`src/rtl/coproc_pkg.sv`:
```
// Shared definitions for the zoom coprocessor command interface: opcodes,
// issuer state encoding and response status layout.
package coproc_pkg;

  // Both ends of the interface import this table.
  localparam logic [2:0] OP_NOP          = 3'd0;
  localparam logic [2:0] OP_LOAD         = 3'd1;
  localparam logic [2:0] OP_STORE        = 3'd2;
  localparam logic [2:0] OP_ZOOM_IN_VP   = 3'd3;
  localparam logic [2:0] OP_ZOOM_OUT_VP  = 3'd4;
  localparam logic [2:0] OP_ZOOM_IN_AVG  = 3'd5;
  localparam logic [2:0] OP_ZOOM_OUT_DEC = 3'd6;
  localparam logic [2:0] OP_RESET_INST   = 3'd7;

  typedef enum logic [2:0] {
    ST_IDLE,
    ST_SETUP,
    ST_PULSE,
    ST_WAIT_ACK,
    ST_WAIT_DONE,
    ST_SETTLE,
    ST_RESPOND
  } state_e;

  localparam int RSP_TIMEOUT  = 3;
  localparam int RSP_ERROR    = 2;
  localparam int RSP_ZOOM_MAX = 1;
  localparam int RSP_ZOOM_MIN = 0;

  localparam int CNT_W  = 21;
  localparam int SYNC_W = 12;

  function automatic logic [3:0] pack_status(input logic timeout, input logic err,
                                             input logic zmax, input logic zmin);
    logic [3:0] s;
    s               = '0;
    s[RSP_TIMEOUT]  = timeout;
    s[RSP_ERROR]    = err;
    s[RSP_ZOOM_MAX] = zmax;
    s[RSP_ZOOM_MIN] = zmin;
    return s;
  endfunction

endpackage

```
`src/rtl/flag_sync.sv`:
```
// Multi-bit, multi-stage synchronizer for the coprocessor status outputs.
// Each bit is synchronized independently; RESET_VAL sets the idle-safe value.
module flag_sync #(
  parameter int              WIDTH     = 12,
  parameter int              STAGES    = 2,
  parameter logic [WIDTH-1:0] RESET_VAL = '0
) (
  input  logic             clock,
  input  logic             reset_n,
  input  logic [WIDTH-1:0] i_d,
  output logic [WIDTH-1:0] o_q
);

  logic [WIDTH-1:0] r_sync [STAGES];

  // NOTE: every stage is reset; this is a flop chain, not a RAM, so the loop costs nothing.
  always_ff @(posedge clock or negedge reset_n) begin
    if (!reset_n) begin
      for (int i = 0; i < STAGES; i++) r_sync[i] <= RESET_VAL;
    end else begin
      r_sync[0] <= i_d;
      for (int i = 1; i < STAGES; i++) r_sync[i] <= r_sync[i-1];
    end
  end

  assign o_q = r_sync[STAGES-1];

endmodule

```
`src/rtl/coproc_cmd_issuer.sv`:
```
// Initiator side of the zoom coprocessor command interface: accepts one host
// command, strobes ENABLE, tracks FLAG_DONE and returns one response beat.
module coproc_cmd_issuer
  import coproc_pkg::*;
#(
  parameter int SETUP_CYCLES = 2,
  parameter int PULSE_CYCLES = 4,
  parameter int ACK_TIMEOUT  = 64,
  parameter int DONE_TIMEOUT = 1048576,
  parameter int RESET_SETTLE = 8,
  parameter int SYNC_STAGES  = 2
) (
  input  logic        clock,
  input  logic        reset_n,
  input  logic        cmd_valid,
  output logic        cmd_ready,
  input  logic [2:0]  cmd_instr,
  input  logic [16:0] cmd_addr,
  input  logic [7:0]  cmd_data,
  output logic        rsp_valid,
  input  logic        rsp_ready,
  output logic [7:0]  rsp_data,
  output logic [3:0]  rsp_status,
  output logic [2:0]  INSTRUCTION,
  output logic [16:0] MEM_ADDR,
  output logic [7:0]  DATA_IN,
  output logic        ENABLE,
  input  logic [7:0]  DATA_OUT,
  input  logic        FLAG_DONE,
  input  logic        FLAG_ERROR,
  input  logic        FLAG_ZOOM_MAX,
  input  logic        FLAG_ZOOM_MIN
);

  state_e             r_state, w_state_nxt;
  logic [CNT_W-1:0]   r_cnt;
  logic               r_ack_seen;
  logic               r_cmd_ready, r_rsp_valid, r_enable;
  logic [7:0]         r_rsp_data;
  logic [3:0]         r_rsp_status;
  logic [2:0]         r_instr;
  logic [16:0]        r_addr;
  logic [7:0]         r_din;

  logic [SYNC_W-1:0]  w_sync;
  logic [7:0]         w_dout;
  logic               w_done, w_err, w_zmax, w_zmin;
  logic               w_accept, w_capture, w_ack_to, w_done_to, w_cnt_clr;

  // FLAG_DONE resets to its idle (high) level so nothing downstream sees a false busy.
  flag_sync #(
    .WIDTH    (SYNC_W),
    .STAGES   (SYNC_STAGES),
    .RESET_VAL(SYNC_W'(12'h008))
  ) u_flag_sync (
    .clock  (clock),
    .reset_n(reset_n),
    .i_d    ({DATA_OUT, FLAG_DONE, FLAG_ERROR, FLAG_ZOOM_MAX, FLAG_ZOOM_MIN}),
    .o_q    (w_sync)
  );

  assign w_dout = w_sync[11:4];
  assign w_done = w_sync[3];
  assign w_err  = w_sync[2];
  assign w_zmax = w_sync[1];
  assign w_zmin = w_sync[0];

  // NOTE: every signal written here gets a default first, so no path can infer a latch.
  always_comb begin
    w_state_nxt = r_state;
    w_accept    = 1'b0;
    w_capture   = 1'b0;
    w_ack_to    = 1'b0;
    w_done_to   = 1'b0;
    w_cnt_clr   = 1'b0;
    case (r_state)
      ST_IDLE: begin
        if (cmd_valid && r_cmd_ready) begin
          w_accept    = 1'b1;
          w_cnt_clr   = 1'b1;
          w_state_nxt = (cmd_instr == OP_NOP) ? ST_RESPOND : ST_SETUP;
        end
      end
      ST_SETUP: begin
        if (r_cnt >= CNT_W'(SETUP_CYCLES - 1)) begin
          w_state_nxt = ST_PULSE;
          w_cnt_clr   = 1'b1;
        end
      end
      ST_PULSE: begin
        // The ack timeout counts from the first ENABLE-low cycle, so the counter runs on.
        if (r_cnt >= CNT_W'(PULSE_CYCLES - 1)) begin
          if (r_instr == OP_RESET_INST) begin
            w_state_nxt = ST_SETTLE;
            w_cnt_clr   = 1'b1;
          end else begin
            w_state_nxt = ST_WAIT_ACK;
          end
        end
      end
      ST_WAIT_ACK: begin
        if (r_ack_seen || !w_done) begin
          w_state_nxt = ST_WAIT_DONE;
          w_cnt_clr   = 1'b1;
        end else if (r_cnt >= CNT_W'(ACK_TIMEOUT - 1)) begin
          w_ack_to    = 1'b1;
          w_state_nxt = ST_RESPOND;
        end
      end
      ST_WAIT_DONE: begin
        if (w_done) begin
          w_capture   = 1'b1;
          w_state_nxt = ST_RESPOND;
        end else if (r_cnt >= CNT_W'(DONE_TIMEOUT - 1)) begin
          w_done_to   = 1'b1;
          w_state_nxt = ST_RESPOND;
        end
      end
      ST_SETTLE: begin
        if (r_cnt >= CNT_W'(RESET_SETTLE - 1)) w_state_nxt = ST_RESPOND;
      end
      ST_RESPOND: begin
        if (rsp_ready) w_state_nxt = ST_IDLE;
      end
      default: w_state_nxt = ST_IDLE;
    endcase
  end

  // NOTE: sequential state uses non-blocking assignments so every flop samples pre-edge values.
  always_ff @(posedge clock or negedge reset_n) begin
    if (!reset_n) begin
      r_state    <= ST_IDLE;
      r_cnt      <= '0;
      r_ack_seen <= 1'b0;
    end else begin
      r_state <= w_state_nxt;
      if (w_cnt_clr)            r_cnt <= '0;
      else if (r_cnt != '1)     r_cnt <= r_cnt + CNT_W'(1);
      // A one-cycle low glitch during the pulse must still count as the ack.
      if (w_accept)             r_ack_seen <= 1'b0;
      else if ((r_state == ST_PULSE || r_state == ST_WAIT_ACK) && !w_done)
                                r_ack_seen <= 1'b1;
    end
  end

  always_ff @(posedge clock or negedge reset_n) begin
    if (!reset_n) begin
      r_cmd_ready  <= 1'b0;
      r_rsp_valid  <= 1'b0;
      r_enable     <= 1'b1;
      r_rsp_data   <= '0;
      r_rsp_status <= '0;
      r_instr      <= OP_NOP;
      r_addr       <= '0;
      r_din        <= '0;
    end else begin
      r_cmd_ready <= (w_state_nxt == ST_IDLE);
      r_rsp_valid <= (w_state_nxt == ST_RESPOND);
      r_enable    <= (w_state_nxt != ST_PULSE);
      if (w_accept) begin
        r_instr      <= cmd_instr;
        r_addr       <= cmd_addr;
        r_din        <= cmd_data;
        r_rsp_data   <= '0;
        r_rsp_status <= '0;
      end
      if (w_capture) begin
        r_rsp_data   <= (r_instr == OP_LOAD) ? w_dout : 8'h00;
        r_rsp_status <= pack_status(1'b0, w_err, w_zmax, w_zmin);
      end
      if (w_done_to) r_rsp_status <= pack_status(1'b1, w_err, w_zmax, w_zmin);
      if (w_ack_to)  r_rsp_status <= pack_status(1'b1, 1'b0, 1'b0, 1'b0);
    end
  end

  assign cmd_ready   = r_cmd_ready;
  assign rsp_valid   = r_rsp_valid;
  assign rsp_data    = r_rsp_data;
  assign rsp_status  = r_rsp_status;
  assign INSTRUCTION = r_instr;
  assign MEM_ADDR    = r_addr;
  assign DATA_IN     = r_din;
  assign ENABLE      = r_enable;

endmodule
```
`config.mk`:
```
export PLATFORM = sky130hd
export DESIGN_NAME = coproc_cmd_issuer
export DESIGN_NICKNAME = d
export VERILOG_FILES = /design/src/rtl/coproc_pkg.sv /design/src/rtl/flag_sync.sv /design/src/rtl/coproc_cmd_issuer.sv
export SDC_FILE = /design/constraint.sdc
export NUM_CORES = 1
export LEC_CHECK = 0
export CAP_MARGIN = 20
export CELL_PAD_IN_SITES_DETAIL_PLACEMENT = 0
export CELL_PAD_IN_SITES_GLOBAL_PLACEMENT = 1
export CORE_MARGIN = 1
export CORE_UTILIZATION = 40
export DETAILED_ROUTE_END_ITERATION = 10
export GPL_ROUTABILITY_DRIVEN = 0
export PLACE_DENSITY = 0.81
export SLEW_MARGIN = 20
export SYNTH_ARGS = -nofsm -noshare
export SYNTH_HDL_FRONTEND = slang
export SYNTH_HIERARCHICAL = 1
export SYNTH_SLANG_ARGS = --single-unit
```
`constraint.sdc`:
```
create_clock -name clock -period 2.4 [get_ports clock]
set_input_delay 0.24 -clock clock [delete_from_list [all_inputs] [get_ports clock]]
set_output_delay 0.24 -clock clock [all_outputs]
set_load 0.03 [all_outputs]
```
==> metrics list <==
- The run finished with clean final reports.
- Crit share post-route: 0.943
- After floorplanning, the core was divided into 35 placement rows.
- Transition time at the pin with the least slew margin: 0.958 ns
- Sorting the synthesized cells by area gives the leading types as sky130_fd_sc_hd__dfrtp_1, sky130_fd_sc_hd__mux2_2, sky130_fd_sc_hd__nor2_1, sky130_fd_sc_hd__buf_4, sky130_fd_sc_hd__dfstp_2.
- In this run the critical register-to-register path is launched from r_cnt[0].
- The number of clock buffers added by TritonCTS is 9.
- Full die area: 0.0101 sq mm
* Comb power frac: 0.440
- By count the netlist is led by sky130_fd_sc_hd__dfrtp_1, sky130_fd_sc_hd__nor2_1, sky130_fd_sc_hd__mux2_2.
- Peak ir drop on the vdd network: 0.000661 V
* # IOs: 87
- CTS placed an instance of sky130_fd_sc_hd__clkbuf_8 at the clock tree root.
- The share of total power dissipated in the clock network is 0.176.
- Core Area: 0.00933 sq mm
- Final routed wire length divided by cell count: 14.7 microns
- For this run, the slowest stage of the critical path takes 0.47 ns.
* Global-route wire length before repair: 13.3 mm
- Ratio of cells with drive above 1 in the final layout: 0.236
- For this run, the register share of the synthesized area comes to 0.595.
- The number of slew-limit violations in the final report came to 0.
- For the worst-skew pair, the clock arrives at the later sink with an insertion delay of 0.36 ns.
- The number of antenna diodes in the final layout is 0.
- Of the total synthesized cell area, the portion taken by XOR and XNOR cells is 0.0384.
- In this run the deepest clock path goes through 2 buffers.
- Vias: 2630
- Of the total power, the share spent switching nets is 0.379.
- The min-delay analysis places its worst path in the category in -> async.
- Measured along the y axis, the die boundary spans 100 microns.
- FF+latch count, synth: 92
- Setup repair after global routing left no endpoint under its margin.
* Finished Core Util: 0.548
* Remaining antenna violation count after routing: 0
* Endpoint of the worst-slack reg-to-reg timing path: ENABLE
- Buffers placed on the I/O ports in this run total 86.
- Width of the die: 100 microns
- The worst setup path is launched from a flip-flop.
* Yosys warning total: 6
- Slowest library cell on the worst path: sky130_fd_sc_hd__or3_2
- Entering global routing, the biggest net connects 74 pins.
* Cell internal pwr: 3700 uW
* Cell taking the most area after synthesis: sky130_fd_sc_hd__dfrtp_1
- Measured against its own limit, the worst slew margin works out to 0.361.
- Setup_tns: 0 ns
* Setup CP Type: reg -> reg
* Worst-path maximum fanout: 6
- Hpwl dp: 5.72 mm
- By area, the combinational part of the netlist is dominated by simple AND/OR/NAND/NOR gates.
- The portion of synthesized area spent on multiplexers is 0.0813.
- Of the post-synthesis cell area, the dominant cell type holds 0.574.
- Using the TritonRoute via totals, the vias-per-cell ratio works out to 4.92.
- Yosys instantiated no cell more often than sky130_fd_sc_hd__dfrtp_1.
* Signal arrival time at the worst endpoint: 2.54 ns
- Among all flip-flop cells after synthesis, the most frequent one is sky130_fd_sc_hd__dfrtp_1.
- Setup violations remaining at the end of the flow were counted as 0.
* CP required: 2.68 ns
* Area share of fa/ha/maj cells after synthesis: 0.00645
* Register-to-Register Setup Slack: 0.14 ns
- The clock tree synthesis step divided the H-tree into 3 levels.
- Average instance area after synthesis: 12.7 sq um
* Leakage: 0.00219 uW
- Number of synthesized flops with an enable pin: 0
* Worst-case reg-to-reg path depth: 7
- Element type at the critical path end: flip-flop
* Total number of clock tree sinks: 92
- The number of antenna violations at the first check in global routing came to 0.
- In the synthesized netlist the async set-or-reset flop fraction comes to 1.00.
- Syn Std Cell Area: 0.00388 sq mm
- Number of cells produced by synthesis: 305
* Reg power frac: 0.384
* Power per cell area: 1160 mW/mm^2
- Summed over all layers, the routed wires come to 7.87 mm.
- Across every metal layer, demand over resource in global routing totals 0.171.
- Total gr overflow: 0
- Counting distinct cell types in the post-synthesis netlist gives 53.
- The area growth from synthesis to layout is 31.7%.
- The clock period could shrink to 2.26 ns.
* Share of the synthesized area in compound gates (AO/OA/AOI/OAI): 0.0784
- After the first detailed-routing iteration, the DRC count stood at 80.
* Simple-gate area share of the yosys netlist: 0.153
* Remaining DRCs: 0
- TritonCTS built the clock tree.
- The number of global-route vias before repair came to 2766.
* Min Hold Slack: 0.00733 ns
* Clock-pin transition on the worst setup and hold timing paths: 0.09 ns
- For this configuration, the core starts out at a cell density of 0.416.
- Count of TritonRoute iterations in the first routing pass: 5
- Timing would allow up to 442 MHz.
- The signal on the critical path passes through ha_1 > inv_2 > or3_2 > a21oi_1 > o22a_1 > o221ai_1 > or3b_1.
- In the final design database the tool counted 448 nets.
- Max-capacitance violation count: 0
- Final Hold Fails: 0
* Net switching power: 2250 uW
- Worst-case clock skew: 0.0138 ns
- Synthesis produced a netlist with a net count of 351.
cells in the final DEF (no fill, tap or decap), types with 3 or more instances in the layout:
| master | synthesis | routed |
|---|---|---|
| sky130_fd_sc_hd__a21oi_1 | 5 | 5 |
| sky130_fd_sc_hd__a22o_1 | 8 | 8 |
| sky130_fd_sc_hd__a31oi_1 | 4 | 4 |
| sky130_fd_sc_hd__a32o_1 | 3 | 3 |
| sky130_fd_sc_hd__and3_1 | 4 | 4 |
| sky130_fd_sc_hd__buf_4 | 12 | 23 |
| sky130_fd_sc_hd__clkbuf_8 | 2 | 9 |
| sky130_fd_sc_hd__clkdlybuf4s50_1 | 0 | 85 |
| sky130_fd_sc_hd__clkinv_4 | 0 | 3 |
| sky130_fd_sc_hd__dfrtp_1 | 89 | 87 |
| sky130_fd_sc_hd__dfstp_2 | 3 | 3 |
| sky130_fd_sc_hd__inv_1 | 7 | 6 |
| sky130_fd_sc_hd__mux2_2 | 28 | 28 |
| sky130_fd_sc_hd__nand2_1 | 18 | 18 |
| sky130_fd_sc_hd__nand3_1 | 6 | 6 |
| sky130_fd_sc_hd__nand3b_1 | 4 | 4 |
| sky130_fd_sc_hd__nand4_1 | 5 | 5 |
| sky130_fd_sc_hd__nor2_1 | 31 | 31 |
| sky130_fd_sc_hd__nor3_1 | 7 | 6 |
| sky130_fd_sc_hd__nor4_2 | 3 | 3 |
| sky130_fd_sc_hd__nor4_4 | 3 | 3 |
| sky130_fd_sc_hd__or2_2 | 4 | 4 |
| sky130_fd_sc_hd__xnor2_1 | 8 | 8 |
| sky130_fd_sc_hd__xor2_1 | 9 | 9 |
critical path, delay by kind of cell, from the launching register on:
family	cells	cell delay (ns)
AND/OR/NAND/NOR	2	0.86
buffers and inverters	1	0.08
AO/OA/AOI/OAI	3	0.59
adder cells (fa/ha/maj)	1	0.23
flip-flops	1	0.44
logic make-up after synthesis:
| kind of cell | count (synthesis) |
|---|---|
| compound gates | 37 |
| xor+xnor | 17 |
| fa+ha+maj | 2 |
| mux | 28 |
| flops | 92 |
| simple gates | 100 |
| buf+inv | 29 |
cell type report:
cell class,instances,area (sq um)
fillers,850,4220
flip-flops and latches,92,2310
multi-input cells,184,1390
repair buffers,108,1020
well taps,129,161
clock buffers,9,124
clock inverters,6,75.1
inverters,7,26.3
routing by layer:
layer	track usage	share of wire	wire length (microns)	vias to the layer above
li1	-	-	-	1259
met1	0.216	0.43	3380	1286
met2	0.266	0.48	3800	73
met3	0.0680	0.071	558	12
met4	0.0647	0.016	128	0
met5	0	0	0	-
flip-flops by register name, summed over array words and instances, names as in the netlist:
name / cells
cmd_ready: 1
r_cnt: 21
rsp_status: 4
r_ack_seen: 1
rsp_data: 8
ENABLE: 1
r_state: 3
DATA_IN: 8
u_flag_sync/o_q: 12
MEM_ADDR: 17
INSTRUCTION: 3
u_flag_sync/r_sync: 12
rsp_valid: 1
worst max-delay path by stage:
stage | startpoint | to
floorplan | r_cnt[0] | rsp_valid
global placement | r_cnt[0] | rsp_valid
detailed placement | r_cnt[0] | ENABLE
CTS | r_cnt[0] | ENABLE
global route | r_cnt[0] | ENABLE
finish | r_cnt[0] | ENABLE
through the flow:
step	area, sq um	std cells	setup WS, ns	power [uW]
finish	5110	535	0.137	5950
global route	5110	535	0.0172	6300
CTS	5080	532	0.0479	5970
detailed placement	4880	517	0.0413	4910
global placement	4880	517	0.125	4850
floorplan	3880	305	0.218	3890
what timing repair did:
item / in CTS / in global routing
hold buffers: 0 / 0
endpoints found under the hold margin: 0 / 0
setup endpoints to repair: 0 / 15
buffers inserted: 0 / 3
gates resized for setup: 0 / 3
power groups by stage:
stage | clock [uW] | combinational, uW | sequential, uW
after floorplan | 0 | 1000 | 2890
after global placement | 0 | 2560 | 2290
after detailed placement | 0 | 2590 | 2320
after CTS | 1090 | 2600 | 2290
after global routing | 1160 | 2800 | 2340
final | 1050 | 2620 | 2290
Note: power is estimated with default switching activity, not from simulation.
